## src/rtl/fifo_wr_arbiter.sv

```systemverilog
// Write-side controller for the async FIFO: round-robin burst arbitration of
// NREQ requesters onto the single write port, plus idle power-down/wake of power_en.
module fifo_wr_arbiter #(
  parameter int NREQ        = 4,
  parameter int DSIZE       = 8,
  parameter int MAXBURST    = 4,
  parameter int IDLE_LIMIT  = 16,
  parameter int WAKE_CYCLES = 2,
  localparam int IW         = (NREQ > 1) ? $clog2(NREQ) : 1
) (
  input  logic                  wclk,
  input  logic                  wrst,
  input  logic [NREQ-1:0]       req_valid,
  input  logic [NREQ*DSIZE-1:0] req_data,
  output logic [NREQ-1:0]       req_ready,
  input  logic                  wfull,
  input  logic                  sleep_allow,
  output logic [DSIZE-1:0]      wdata,
  output logic                  winc,
  output logic                  power_en,
  output logic                  grant_valid,
  output logic [IW-1:0]         grant_id,
  output logic                  sleeping
);

  localparam int BW  = $clog2(MAXBURST + 1);
  localparam int IDW = $clog2(IDLE_LIMIT + 1);
  localparam int WW  = $clog2(WAKE_CYCLES + 1);

  localparam logic [BW-1:0]  BEAT_LAST = BW'(MAXBURST - 1);
  localparam logic [IDW-1:0] IDLE_MAX  = IDW'(IDLE_LIMIT);
  localparam logic [IDW-1:0] IDLE_THR  = IDW'(IDLE_LIMIT - 1);
  localparam logic [WW-1:0]  WAKE_LAST = WW'(WAKE_CYCLES - 1);

  typedef enum logic [1:0] {S_IDLE, S_GRANT, S_SLEEP, S_WAKE} state_t;

  state_t         state_q, state_d;
  logic [IW-1:0]  rr_ptr_q, rr_ptr_d;
  logic [IW-1:0]  grant_id_q, grant_id_d;
  logic [BW-1:0]  beat_cnt_q, beat_cnt_d;
  logic [IDW-1:0] idle_cnt_q, idle_cnt_d;
  logic [WW-1:0]  wake_cnt_q, wake_cnt_d;
  logic           power_en_q, sleeping_q, grant_valid_q;

  logic           any_valid;
  logic [IW-1:0]  winner;
  logic [IW-1:0]  next_id;
  logic [IW-1:0]  scan_idx;
  logic           fire;
  logic [DSIZE-1:0] slice [NREQ];

  assign any_valid = |req_valid;
  assign next_id   = (grant_id_q == IW'(NREQ - 1)) ? '0 : grant_id_q + 1'b1;

  // Scan downward so the requester closest to rr_ptr is the last (winning) assignment.
  always_comb begin
    winner   = rr_ptr_q;
    scan_idx = '0;
    for (int k = NREQ - 1; k >= 0; k--) begin
      scan_idx = ((int'(rr_ptr_q) + k) >= NREQ) ? IW'(int'(rr_ptr_q) + k - NREQ)
                                                : IW'(int'(rr_ptr_q) + k);
      if (req_valid[scan_idx]) winner = scan_idx;
    end
  end

  assign fire = (state_q == S_GRANT) && req_valid[grant_id_q] && !wfull && !wrst;

  generate
    for (genvar gi = 0; gi < NREQ; gi++) begin : g_req
      assign slice[gi]     = req_data[gi*DSIZE +: DSIZE];
      assign req_ready[gi] = fire && (grant_id_q == IW'(gi));
    end
  endgenerate

  assign wdata       = slice[grant_id_q];
  assign winc        = fire;
  assign power_en    = power_en_q;
  assign sleeping    = sleeping_q;
  assign grant_valid = grant_valid_q;
  assign grant_id    = grant_id_q;

  always_comb begin
    state_d    = state_q;
    rr_ptr_d   = rr_ptr_q;
    grant_id_d = grant_id_q;
    beat_cnt_d = beat_cnt_q;
    idle_cnt_d = idle_cnt_q;
    wake_cnt_d = wake_cnt_q;
    case (state_q)
      S_IDLE: begin
        if (any_valid) begin
          state_d    = S_GRANT;
          grant_id_d = winner;
          beat_cnt_d = '0;
          idle_cnt_d = '0;
        end else begin
          if (idle_cnt_q != IDLE_MAX) idle_cnt_d = idle_cnt_q + 1'b1;
          if (sleep_allow && (idle_cnt_q >= IDLE_THR)) state_d = S_SLEEP;
        end
      end
      S_GRANT: begin
        if (!req_valid[grant_id_q]) begin
          state_d  = S_IDLE;
          rr_ptr_d = next_id;
        end else if (!wfull) begin
          beat_cnt_d = beat_cnt_q + 1'b1;
          if (beat_cnt_q == BEAT_LAST) begin
            state_d  = S_IDLE;
            rr_ptr_d = next_id;
          end
        end
      end
      S_SLEEP: begin
        if (any_valid) begin
          state_d    = S_WAKE;
          wake_cnt_d = '0;
        end
      end
      S_WAKE: begin
        wake_cnt_d = wake_cnt_q + 1'b1;
        if (wake_cnt_q == WAKE_LAST) begin
          state_d    = S_IDLE;
          idle_cnt_d = '0;
        end
      end
      default: state_d = S_IDLE;
    endcase
  end

  // Status outputs are decoded from the next state so they are glitch-free flops.
  always_ff @(posedge wclk) begin
    if (wrst) begin
      state_q       <= S_IDLE;
      rr_ptr_q      <= '0;
      grant_id_q    <= '0;
      beat_cnt_q    <= '0;
      idle_cnt_q    <= '0;
      wake_cnt_q    <= '0;
      power_en_q    <= 1'b1;
      sleeping_q    <= 1'b0;
      grant_valid_q <= 1'b0;
    end else begin
      state_q       <= state_d;
      rr_ptr_q      <= rr_ptr_d;
      grant_id_q    <= grant_id_d;
      beat_cnt_q    <= beat_cnt_d;
      idle_cnt_q    <= idle_cnt_d;
      wake_cnt_q    <= wake_cnt_d;
      power_en_q    <= (state_d != S_SLEEP);
      sleeping_q    <= (state_d == S_SLEEP);
      grant_valid_q <= (state_d == S_GRANT);
    end
  end

endmodule

```

## config.mk

```make
export PLATFORM = sky130hd
export DESIGN_NAME = fifo_wr_arbiter
export DESIGN_NICKNAME = d
export VERILOG_FILES = /design/src/rtl/fifo_wr_arbiter.sv
export SDC_FILE = /design/constraint.sdc
export NUM_CORES = 1
export LEC_CHECK = 0
export CORE_UTILIZATION = 45
export CTS_CLUSTER_SIZE = 20
export DETAILED_ROUTE_END_ITERATION = 10
export MAX_ROUTING_LAYER = met4
export PLACE_DENSITY_LB_ADDON = 0.08
export SETUP_SLACK_MARGIN = 0.5
export SLEW_MARGIN = 20
export SYNTH_ARGS = -nofsm -noshare
export SYNTH_HDL_FRONTEND = slang
export SYNTH_SLANG_ARGS = --single-unit
```

## constraint.sdc

```tcl
create_clock -name wclk -period 4.5 [get_ports wclk]
set_clock_uncertainty 0.15 [all_clocks]
set_input_delay 1.125 -clock wclk [delete_from_list [all_inputs] [get_ports wclk]]
set_output_delay 1.125 -clock wclk [all_outputs]
set_load 0.01 [all_outputs]
```

# ---- Yosys cells after proc, flatten, opt, wreduce, memory -nomap -nowiden
# Index checks and enable logic that the tools add are counted.
dict set report word_totals {
  ramBits 0
  mem_count 0
  latchBits 0
  romBits 0
  wordCells 116
  ff_bits 19
  inputBits 40
}
dict set report op_classes {
  div 0
  addsub 11
  n_eq_ne 20
  order_cmp 11
  mul 0
  shifts 0
  mux 43
  n_reduce_logical 21
  bitwise 1
}
# op count
set ops {}
lappend ops {{2-bit 2-to-1 mux} 20}
lappend ops {{8-bit binary-select mux with 2-bit select} 1}
lappend ops {{8-bit 2-to-1 mux} 2}
lappend ops {{2-bit by 3-bit less-than comparator with 1-bit output (second input constant)} 5}
lappend ops {{5-bit 2-to-1 mux} 3}
lappend ops {{3-bit >= comparator (second input constant)} 4}
lappend ops {{2-bit inequality test (second input constant)} 6}
lappend ops {{1-bit binary-select mux with 2-bit select} 5}
lappend ops {{2-bit == test (second input constant)} 5}
lappend ops {{5-bit one-hot mux with 2 select lines} 1}
lappend ops {{3-bit 2-to-1 mux} 3}
lappend ops {{2-bit by 1-bit == test with 1-bit output (second input constant)} 4}
lappend ops {{1-bit logical AND} 8}
lappend ops {{2-bit one-hot mux with 4 select lines} 1}
lappend ops {{2-bit by 1-bit subtractor with 2-bit output (second input constant)} 4}
lappend ops {{2-bit by 2-bit adder with 3-bit output (second input constant)} 2}
lappend ops {{3-bit one-hot mux with 2 select lines} 1}
lappend ops {{3-bit AND reduction} 2}
lappend ops {{2-bit nonzero test} 3}
lappend ops {{5-bit by 1-bit adder with 5-bit output (second input constant)} 1}
lappend ops {{5-bit by 4-bit >= comparator with 1-bit output (second input constant)} 1}
lappend ops {{1-bit 2-to-1 mux} 5}
lappend ops {{5-bit inequality test (second input constant)} 1}
lappend ops {{2-bit by 1-bit adder with 2-bit output (second input constant)} 2}
lappend ops {{other kinds (13)} 17}

# ---- Longest topological paths before layout
# Gate-level depths: netlist of the first run.
dict set report depth {
  word_depth 9
  mapped_depth 7
}

# ---- Worst setup path after synthesis of the first run
# No wires, ideal clock.
dict set report synth_path {
  path_type {input to output}
  start {input port req_valid[1]}
  end {output port req_ready[0]}
  n_path_buf 0
  t_required_ns 3.225
  path_stages 4
  slack_ns 1.175
  arrival_time_ns 2.050
  path_cell_list {mux4_2 -> nand2b_1 -> nor3_2 -> and2_1}
}
dict set report synth_between {
  elab_chain_len 6
}
# element line_no
set synth_lines {}
lappend synth_lines {{from (decl)} 13} ;# input logic [NREQ-1:0] req_valid,
lappend synth_lines {{1-bit binary-select mux with 2-bit select} 66} ;# assign fire = (state_q == S_GRANT) && req_valid[grant_id_q] && !wfull && !wrst;
lappend synth_lines {{1-bit 2-to-1 mux (implied by the code)} 66}
lappend synth_lines {{1-bit logical AND (3 in series)} 66}
lappend synth_lines {{net winc} 19} ;# output logic winc,
lappend synth_lines {{1-bit logical AND} 71} ;# assign req_ready[gi] = fire && (grant_id_q == IW'(gi));
lappend synth_lines {{to (decl)} 15} ;# output logic [NREQ-1:0] req_ready,
# The timed path passes the listed nets, and every way through them passes these cells. The select of a mux whose other input is x is not followed.

# ---- Final worst setup path of the first run
dict set report layout_path {
  start {input port req_valid[2]}
  end {output port req_ready[3]}
}
dict set report layout_between {
  elab_chain_len 6
}
# element line_no
set layout_lines {}
lappend layout_lines {{1-bit binary-select mux with 2-bit select} 66}
lappend layout_lines {{1-bit 2-to-1 mux (implied by the code)} 66}
lappend layout_lines {{1-bit logical AND (3 in series)} 66}
lappend layout_lines {{1-bit logical AND} 71}
# Every way passes these cells. The select of a mux whose other input is x is not followed.

==> impl_metrics.csv, run 1 <==
group,metric,value,unit
run_status,status,"finished clean",
routing,via_per_inst,5.469,
setup_path,critPathLaunchType,"input port",
pwr,p_comb_frac,0.363,
timing,fin_crit,3.932,ns
timing,setup_violations,0,
clock_network,cts_root_buf,"clkbuf_4",
layout,area_growth,52.66,%
timing,rsz0062_at_grt,"no",
layout,nNetsFinal,261,
layout,final_common_cell,"clkdlybuf4s50_1",
logic_synthesis,netlist_instances,144,
pwr,power_leakage,0.7812,nW
die,die-area,0.003146,mm^2
place,gp_congestion,0.8455,
logic_synthesis,ys_ff_latch,19,
global_routing,antenna_found_initial,0,
layout,final_cell_mix,"clkdlybuf4s50_1, dfxtp_1, nor2_1",
die,core-area,0.002758,mm^2
setup_path,required,3.22,ns
timing,slew_headroom,0.5286,
die,fp-row-count,19,
pwr,power_frac_seq,0.432,
global_routing,grt_pass1_wl,5471,um
logic_synthesis,syn_area_per_cell,9.141,um^2
die,boundaryPins,58,
routing,first_iter_violations,41,
layout,final_core_util,0.7287,
routing,ant_nets,0,
timing,tns,0,ns
logic_synthesis,synthesis.area,0.001316,mm^2
place,portBuffers,57,
pwr,pwr-share-clk,0.206,
global_routing,gr-total-overflow,0,
logic_synthesis,synth_seq_area_share,0.2890,
clock_network,cts.clk_slew.worst_paths,0.11,ns
routing,avgRoutedWirePerCell,13.58,um
setup_path,cp_max_fo,3,
logic_synthesis,ys_warn_count,0,
routing,drtPass1Iterations,4,
die,start_util,0.4773,
place,place_inst,233,
timing,finalHoldViolCount,0,
clock_network,cts_tree,"built",
pwr,power_density,208.3,mW/mm^2
logic_synthesis,ys_types,39,
timing,maxSlewViolCount,0,
clock_network,numCtsBuffers,3,
die,dieHeight,56.09,um
place,place_hpwl,2591,um
timing,worst_slew_pin_slew,0.7007,ns
logic_synthesis,synth_nets,194,
job,max_cap_viol_count,0,
pwr,fin_total_pwr,0.4186,mW
pwr,switching_share,0.2813,
timing,worst_slack,0.5684,ns
clock_network,cts.sinks,19,
routing,drc,0,
layout,instances_no_fill,241,
setup_path,cp.arrival,2.66,ns
clock_network,h-tree-depth,1,
setup_path,path_class,"in2out",
clock_network,clockBufferDepth,2,
pwr,irDropWorstVdd,0.0002315,V
die,die_x,56.09,um
clock_network,clk_latency,0.30,ns
pwr,power.switching,0.1178,mW
hold_path,hp-class,"reg2reg",
layout,antenna_cells,0,
global_routing,grt_pass1_vias,1393,
timing,timing.final.crit_share,0.8737,
routing,vias,1318,
place,place_ws,0.1464,ns
timing,fmaxAchievable,254.4,MHz
global_routing,grt_start_max_net_pins,21,
layout,drive_gt1_frac,0.1714,
global_routing,grt_usage,0.2182,
routing,routed_wl,3273,um
pwr,p_int,0.3008,mW
setup_path,critPathCaptureType,"primary output",
state kept, by name (all words and copies together) (netlist names):
register,count
idle_cnt_q,5
beat_cnt_q,3
grant_id,2
rr_ptr_q,2
state_q,2
wake_cnt_q,2
grant_valid,1
power_en,1
sleeping,1
cell families after synthesis:
kind of cell | after synthesis | share of synthesized area
DFF | 19 | 0.2890
adders and majority gates | 10 | 0.09506
buffers and inverters | 16 | 0.04753
AOI/OAI and AO/OA | 30 | 0.1474
muxes | 11 | 0.1692
and+or+nand+nor | 58 | 0.2519
final timing paths:
kind | start | slack (ns) | end | cells after the start
hold / removal | beat_cnt_q[2] | 0.35 | beat_cnt_q[2] | 1
setup reg to reg | grant_id[0] | 2.48 | power_en | 5
setup / recovery | req_valid[2] | 0.57 | req_ready[3] | 6
hold reg to reg | beat_cnt_q[2] | 0.35 | beat_cnt_q[2] | 1
cell type report:
class	count	area, um^2
repair buffers	68	638.1
clock inverters	1	5.005
flip-flops and latches	19	380.4
fillers	230	748.2
well taps	31	38.79
inverters	10	37.54
clock buffers	3	22.52
multi-input cells	109	887.1
critical path, cell delays in order:
cell and delay, ns:
clkdlybuf4s50_1 0.41, mux4_2 0.52, nand2b_4 0.12, nor3_4 0.05
and2_1 0.16, dlygate4sd2_1 0.27
layer usage:
metal	global-route usage	part of all wire
met1	0.2456	0.42
met2	0.4048	0.54
met5	-	0
met4	0.006969	0
met3	0.06047	0.043
synth_stat cells:
| cell | instances | share of area |
|---|---|---|
| a21oi_1 | 10 | 0.038 |
| a21oi_2 | 1 | 0.0067 |
| a22o_1 | 2 | 0.013 |
| a311oi_1 | 1 | 0.0067 |
| a31oi_1 | 1 | 0.0048 |
| a32oi_2 | 1 | 0.012 |
| and2_1 | 4 | 0.019 |
| and2_2 | 1 | 0.0057 |
| and2b_2 | 1 | 0.0067 |
| and3_1 | 3 | 0.014 |
| buf_2 | 2 | 0.0076 |
| clkbuf_1 | 4 | 0.011 |
| dfxtp_1 | 19 | 0.29 |
| ha_1 | 10 | 0.095 |
| inv_1 | 10 | 0.029 |
| mux2i_1 | 2 | 0.015 |
| mux4_2 | 9 | 0.15 |
| nand2_1 | 3 | 0.0086 |
| nand2b_1 | 4 | 0.019 |
| nand3_1 | 4 | 0.015 |
| nand4_1 | 2 | 0.0095 |
| nand4b_1 | 1 | 0.0067 |
| nor2_1 | 18 | 0.051 |
| nor2b_1 | 3 | 0.014 |
| nor3_1 | 3 | 0.011 |
| nor3_2 | 1 | 0.0076 |
| nor3_4 | 1 | 0.012 |
| nor3b_1 | 1 | 0.0057 |
| nor4_1 | 2 | 0.0095 |
| nor4bb_1 | 1 | 0.0076 |
| o2111ai_1 | 1 | 0.0067 |
| o21ai_0 | 9 | 0.034 |
| o21bai_1 | 1 | 0.0057 |
| o2bb2ai_1 | 1 | 0.0067 |
| o31ai_1 | 1 | 0.0057 |
| o32ai_1 | 1 | 0.0067 |
| or2_2 | 1 | 0.0048 |
| or3_1 | 3 | 0.014 |
| or4_4 | 1 | 0.0086 |
stage by stage:
stage,area (um^2),hold slack (ns)
after floorplan,1316,0.2924
after global placement,1953,0.3107
after detailed placement,1953,0.3203
after CTS,2003,0.3464
after global routing,2009,0.3707
final,2009,0.3454
power groups by stage:
stage | clock network (mW) | registers (mW) | logic, mW
final | 0.0862 | 0.181 | 0.152
after global routing | 0.0967 | 0.182 | 0.164
after CTS | 0.0884 | 0.181 | 0.150
after detailed placement | 0 | 0.184 | 0.144
after global placement | 0 | 0.184 | 0.142
after floorplan | 0 | 0.184 | 0.0656
what timing repair did:
action                                  in CTS  in global routing
resized for setup                            7                  7
cloned                                       0                  0
hold buffers                                 0                  0
setup buffers                                2                  2
pin swaps                                    1                  0
endpoints found under the setup margin       5                  4
Note: power is estimated with default switching activity, not from simulation.
==> run 2, diff against run 1 <==
--- a/config.mk
+++ b/config.mk
@@ -5,7 +5,10 @@
 export SDC_FILE = /design/constraint.sdc
 export NUM_CORES = 1
 export LEC_CHECK = 0
-export CORE_UTILIZATION = 45
+export CAP_MARGIN = 15
+export CELL_PAD_IN_SITES_DETAIL_PLACEMENT = 0
+export CELL_PAD_IN_SITES_GLOBAL_PLACEMENT = 2
+export CORE_UTILIZATION = 25
 export CTS_CLUSTER_SIZE = 20
 export DETAILED_ROUTE_END_ITERATION = 10
 export MAX_ROUTING_LAYER = met4
==> run 2 against run 1 <==
  * Critical path depth up 1
  * Combinational power is essentially flat
  * Clock-buffer cell count unchanged
  * Sequential power barely moved
  * Largest cell class unchanged
==> impl_metrics.csv, run 2 (synthesized netlist as in run 1, its figures left out) <==
group,metric,value,unit
layout,final_cell_mix,"clkdlybuf4s50_1, dfxtp_1, nor2_1",
routing,routed_wl,3903,um
clock_network,cts_root_buf,"clkbuf_8",
layout,antenna_cells,0,
place,portBuffers,57,
layout,nNetsFinal,260,
timing,worst_slew_pin_slew,0.8465,ns
clock_network,clockBufferDepth,2,
setup_path,max_stage_delay,0.53,ns
place,gp_congestion,0.8609,
timing,fmaxAchievable,253.9,MHz
die,start_util,0.2594,
timing,timing.final.crit_share,0.8754,
layout,final_core_util,0.4090,
clock_network,h-tree-depth,1,
clock_network,numCtsBuffers,3,
timing,worst_slack,0.5608,ns
layout,area_growth,57.70,%
place,place_hpwl,3092,um
global_routing,grt_pass1_wl,6120,um
die,core-area,0.005075,mm^2
clock_network,cts.sinks,19,
setup_path,cp.arrival,2.66,ns
pwr,irDropWorstVdd,0.0001150,V
global_routing,antenna_found_initial,0,
global_routing,grt_usage,0.1516,
layout,drive_gt1_frac,0.1675,
timing,tns,0,ns
routing,drc,0,
setup_path,cp_slowest_cell,"mux4_2",
pwr,power_leakage,0.8013,nW
setup_path,path_cells,"clkdlybuf4s50_1 -> mux4_2 -> nand2b_4 -> nor3_4 -> buf_4 -> and2_1 -> buf_2",
layout,largest_register_ffs,5,
routing,avgRoutedWirePerCell,13.99,um
routing,vias,1316,
setup_path,required,3.22,ns
die,dieHeight,74.56,um
setup_path,path_class,"in2out",
routing,via_per_inst,4.717,
setup_path,worstReg2RegStart,"grant_id[0]",
setup_path,critPathLaunchType,"input port",
clock_network,cts_tree,"built",
setup_path,critPathCaptureType,"primary output",
die,die-area,0.005559,mm^2
global_routing,gr-total-overflow,0,
global_routing,grt_start_max_net_pins,21,
timing,fin_crit,3.939,ns
die,die_x,74.56,um
layout,reg_top3,"idle_cnt_q (5), beat_cnt_q (3)",
layout,largest-register,"idle_cnt_q",
hold_path,hp-class,"reg2reg",
setup_path,crit_path_start,"req_valid[3]",
timing,finalHoldViolCount,0,
routing,ant_nets,0,
job,max_cap_viol_count,0,
hold_path,hold_start,"beat_cnt_q[2]",
timing,maxSlewViolCount,0,
die,boundaryPins,58,
timing,slew_headroom,0.4304,
setup_path,cp_max_fo,6,
layout,final_common_cell,"clkdlybuf4s50_1",
timing,rsz0062_at_grt,"yes",
place,placed_area,0.002002,mm^2
place,place_ws,0.09114,ns
layout,stdcell_area,0.002076,mm^2
routing,first_iter_violations,51,
routing,drtPass1Iterations,4,
die,fp-row-count,26,
timing,setup_violations,0,
pwr,power_density,218.2,mW/mm^2
run_status,status,"finished clean",
timing,holdWs,0.3276,ns
global_routing,grt_pass1_vias,1250,
clock_network,clk_latency,0.26,ns
clock_network,cts.clk_slew.worst_paths,0.07,ns
==> run 2: changes by cell type in the layout (fill, tap and decap cells not counted), sizes merged <==
cell / change
dlymetal6s2s: +2
clkdlybuf4s15: +1
clkdlybuf4s50: -2
dlygate4sd2: -1
buf: +1
clkbuf: -2
==> run 2: repair_timing <==
item                                    in CTS  in global routing
cloned                                       0                  0
endpoints found under the hold margin        0                  0
hold buffers                                 0                  0
resized for setup                            7                 12
pin swaps                                    1                  1
setup buffers                                2                  1
endpoints found under the setup margin       5                  4
==> run 2: worst paths after layout <==
kind / end / slack [ns] / cells after the start
worst max register to register: power_en / 2.18 / 6
worst max-delay path: req_ready[3] / 0.56 / 7
worst min-delay path: beat_cnt_q[2] / 0.33 / 1
worst min register to register: beat_cnt_q[2] / 0.33 / 1
==> run 2: through the flow <==
| step | std cells | total power [mW] |
|---|---|---|
| 2_1_floorplan | 144 | 0.2500 |
| 3_3_place_gp | 272 | 0.3306 |
| 3_5_place_dp | 272 | 0.3316 |
| 4_1_cts | 278 | 0.4582 |
| 5_1_grt | 279 | 0.4817 |
| 6_report | 279 | 0.4529 |
==> run 2: report_power, final <==
group / internal, mW / switching, mW / leakage, nW / total, mW
sequential: 0.174 / 0.00615 / 0.154 / 0.180
clock: 0.0616 / 0.0595 / 0.0255 / 0.121
combinational: 0.0923 / 0.0595 / 0.621 / 0.152
==> run 2: area by class of cell <==
type	count	area [um^2]
multi-input cells	109	887.1
well taps	70	87.58
flip-flops and latches	19	380.4
repair buffers	67	636.9
clock buffers	3	41.29
clock inverters	1	5.005
inverters	10	37.54
fillers	516	2999
==> run 2: routing by layer <==
metal / GRT usage / wire, um
met5: - / 0
met4: 0.02935 / 18
met3: 0.03388 / 134
met2: 0.2332 / 1936
met1: 0.2039 / 1814
==> run 2: worst max-delay path: cells and delay by family <==
kind	cells	cell delay (ns)
buffers and inverters	3	0.69
muxes	1	0.53
and+or+nand+nor	3	0.32
==> run 3, diff against run 2 <==
==> constraint.sdc (replaced) <==
create_clock -name wclk -period 4.5 [get_ports wclk]
set_clock_uncertainty 0.15 [all_clocks]
set_input_delay 0.45 -clock wclk [delete_from_list [all_inputs] [get_ports wclk]]
set_output_delay 0.45 -clock wclk [all_outputs]
set_load 0.01 [all_outputs]
==> run 3 against run 2 <==
  * Sequential share of layout area grew 0.57 points
  * Combinational power shrank 9%
  * Clock-buffer cell count is the same
  * Flip-flop and latch count is the same
  * Utilization shrank 1.2 points
  * Worst hold slack lost 0.0025 ns
  * Routed wire length shrank 5.0%
==> impl_metrics.csv, run 3 (synthesized netlist as in run 1, its figures left out) <==
group,metric,value,unit
clock_network,clk_latency,0.27,ns
layout,reg_top3,"idle_cnt_q (5), beat_cnt_q (3)",
routing,routed_wl,3709,um
place,gp_congestion,0.7953,
die,dieHeight,74.56,um
pwr,power_density,223.0,mW/mm^2
global_routing,grt_pass1_vias,1318,
run_status,status,"finished clean",
routing,avgRoutedWirePerCell,13.69,um
pwr,irDropWorstVdd,0.0001110,V
hold_path,hold_start,"beat_cnt_q[2]",
global_routing,antenna_found_initial,0,
timing,worst_slew_pin_slew,0.8286,ns
die,fp-row-count,26,
die,die-area,0.005559,mm^2
timing,rsz0062_at_grt,"no",
setup_path,cp_max_fo,7,
routing,first_iter_violations,58,
layout,largest_register_ffs,5,
place,portBuffers,57,
layout,nNetsFinal,252,
layout,antenna_cells,0,
clock_network,cts.sinks,19,
clock_network,cts.clk_slew.worst_paths,0.07,ns
clock_network,cts_resized,0,
die,boundaryPins,58,
timing,setup_violations,0,
layout,final_cell_mix,"clkdlybuf4s50_1, dfxtp_1, nor2_1",
timing,slew_headroom,0.4425,
routing,drc,0,
global_routing,grt_usage,0.1453,
routing,via_per_inst,4.793,
pwr,power_leakage,0.7097,nW
job,max_cap_viol_count,0,
setup_path,path_class,"in2out",
layout,final_common_cell,"clkdlybuf4s50_1",
layout,area_growth,52.95,%
clock_network,post_cts_buffers,0,
global_routing,gr-total-overflow,0,
global_routing,grt_start_max_net_pins,22,
routing,vias,1299,
setup_path,crit_path_start,"req_valid[1]",
place,placed_area,0.001964,mm^2
setup_path,required,3.90,ns
clock_network,h-tree-depth,1,
setup_path,worstReg2RegStart,"grant_id[0]",
routing,drtPass1Iterations,4,
place,place_hpwl,2973,um
die,start_util,0.2594,
layout,largest-register,"idle_cnt_q",
die,core-area,0.005075,mm^2
layout,drive_gt1_frac,0.1144,
timing,timing.final.crit_share,0.6926,
layout,stdcell_area,0.002013,mm^2
clock_network,numCtsBuffers,3,
setup_path,cp.arrival,2.52,ns
die,die_x,74.56,um
hold_path,hp-class,"reg2reg",
global_routing,grt_pass1_wl,6003,um
setup_path,critPathCaptureType,"primary output",
clock_network,hold_buffers,0,
timing,maxSlewViolCount,0,
setup_path,critPathLaunchType,"input port",
routing,ant_nets,0,
pwr,fin_total_pwr,0.4490,mW
clock_network,cts_root_buf,"clkbuf_8",
timing,tns,0,ns
clock_network,cts_tree,"built",
timing,finalHoldViolCount,0,
clock_network,clockBufferDepth,2,
timing,fmaxAchievable,320.9,MHz
layout,final_core_util,0.3967,
timing,fin_crit,3.116,ns
==> run 3: cell types whose count changed in the layout (fill, tap and decap cells not counted) <==
cell | previous run | this run
clkdlybuf4s50_1 | 49 | 57
clkinv_2 | 1 | 0
clkinvlp_4 | 0 | 1
nor3_2 | 0 | 1
clkbuf_2 | 1 | 0
nor3_4 | 2 | 1
buf_4 | 10 | 2
nand2b_4 | 1 | 0
buf_2 | 2 | 0
clkdlybuf4s15_1 | 1 | 0
nand2b_1 | 3 | 4
dlymetal6s2s_1 | 3 | 0
dlygate4sd2_1 | 1 | 0
==> run 3: routing by layer <==
metal / share of wire / vias up / global-route usage
li1: - / 647 / -
met1: 0.45 / 606 / 0.1919
met2: 0.49 / 42 / 0.2202
met3: 0.046 / 4 / 0.02981
met4: 0.011 / 0 / 0.04822
met5: 0 / - / -
==> run 3: path summary, 6_finish.rpt <==
path                                      end  slack [ns]  depth (start not counted)
worst max register to register       power_en        2.37                          5
worst min-delay path            beat_cnt_q[2]        0.33                          1
worst max-delay path             req_ready[3]        1.38                          6
worst min register to register  beat_cnt_q[2]        0.33                          1
==> run 3: power by group <==
group | leakage, nW | switching (mW) | internal [mW]
clock | 0.0217 | 0.0644 | 0.0626
combinational | 0.534 | 0.0514 | 0.0863
sequential | 0.154 | 0.0103 | 0.174
total | 0.710 | 0.126 | 0.323
==> run 3: final cells by class <==
type                       count  area [um^2]
clock buffer                   3        41.29
clock inverter                 1        7.507
fill                         517         3062
inverter                      10        37.54
multi-input combinational    109        873.3
sequential                    19        380.4
tap                           70        87.58
timing repair buffer          59        585.6
==> run 3: per-stage QoR <==
stage,instances,hold slack (ns),setup slack (ns)
floorplan,144,0.2924,2.447
global placement,267,0.3107,1.415
detailed placement,267,0.3108,1.363
CTS,271,0.3328,1.362
global route,271,0.3544,1.177
finish,271,0.3251,1.384
==> run 3: worst max-delay path: stages <==
cell and delay (ns):
clkdlybuf4s50_1 0.58, mux4_2 0.31, nand2b_1 0.11, nor3_2 0.34
and2_1 0.19, clkdlybuf4s50_1 0.53
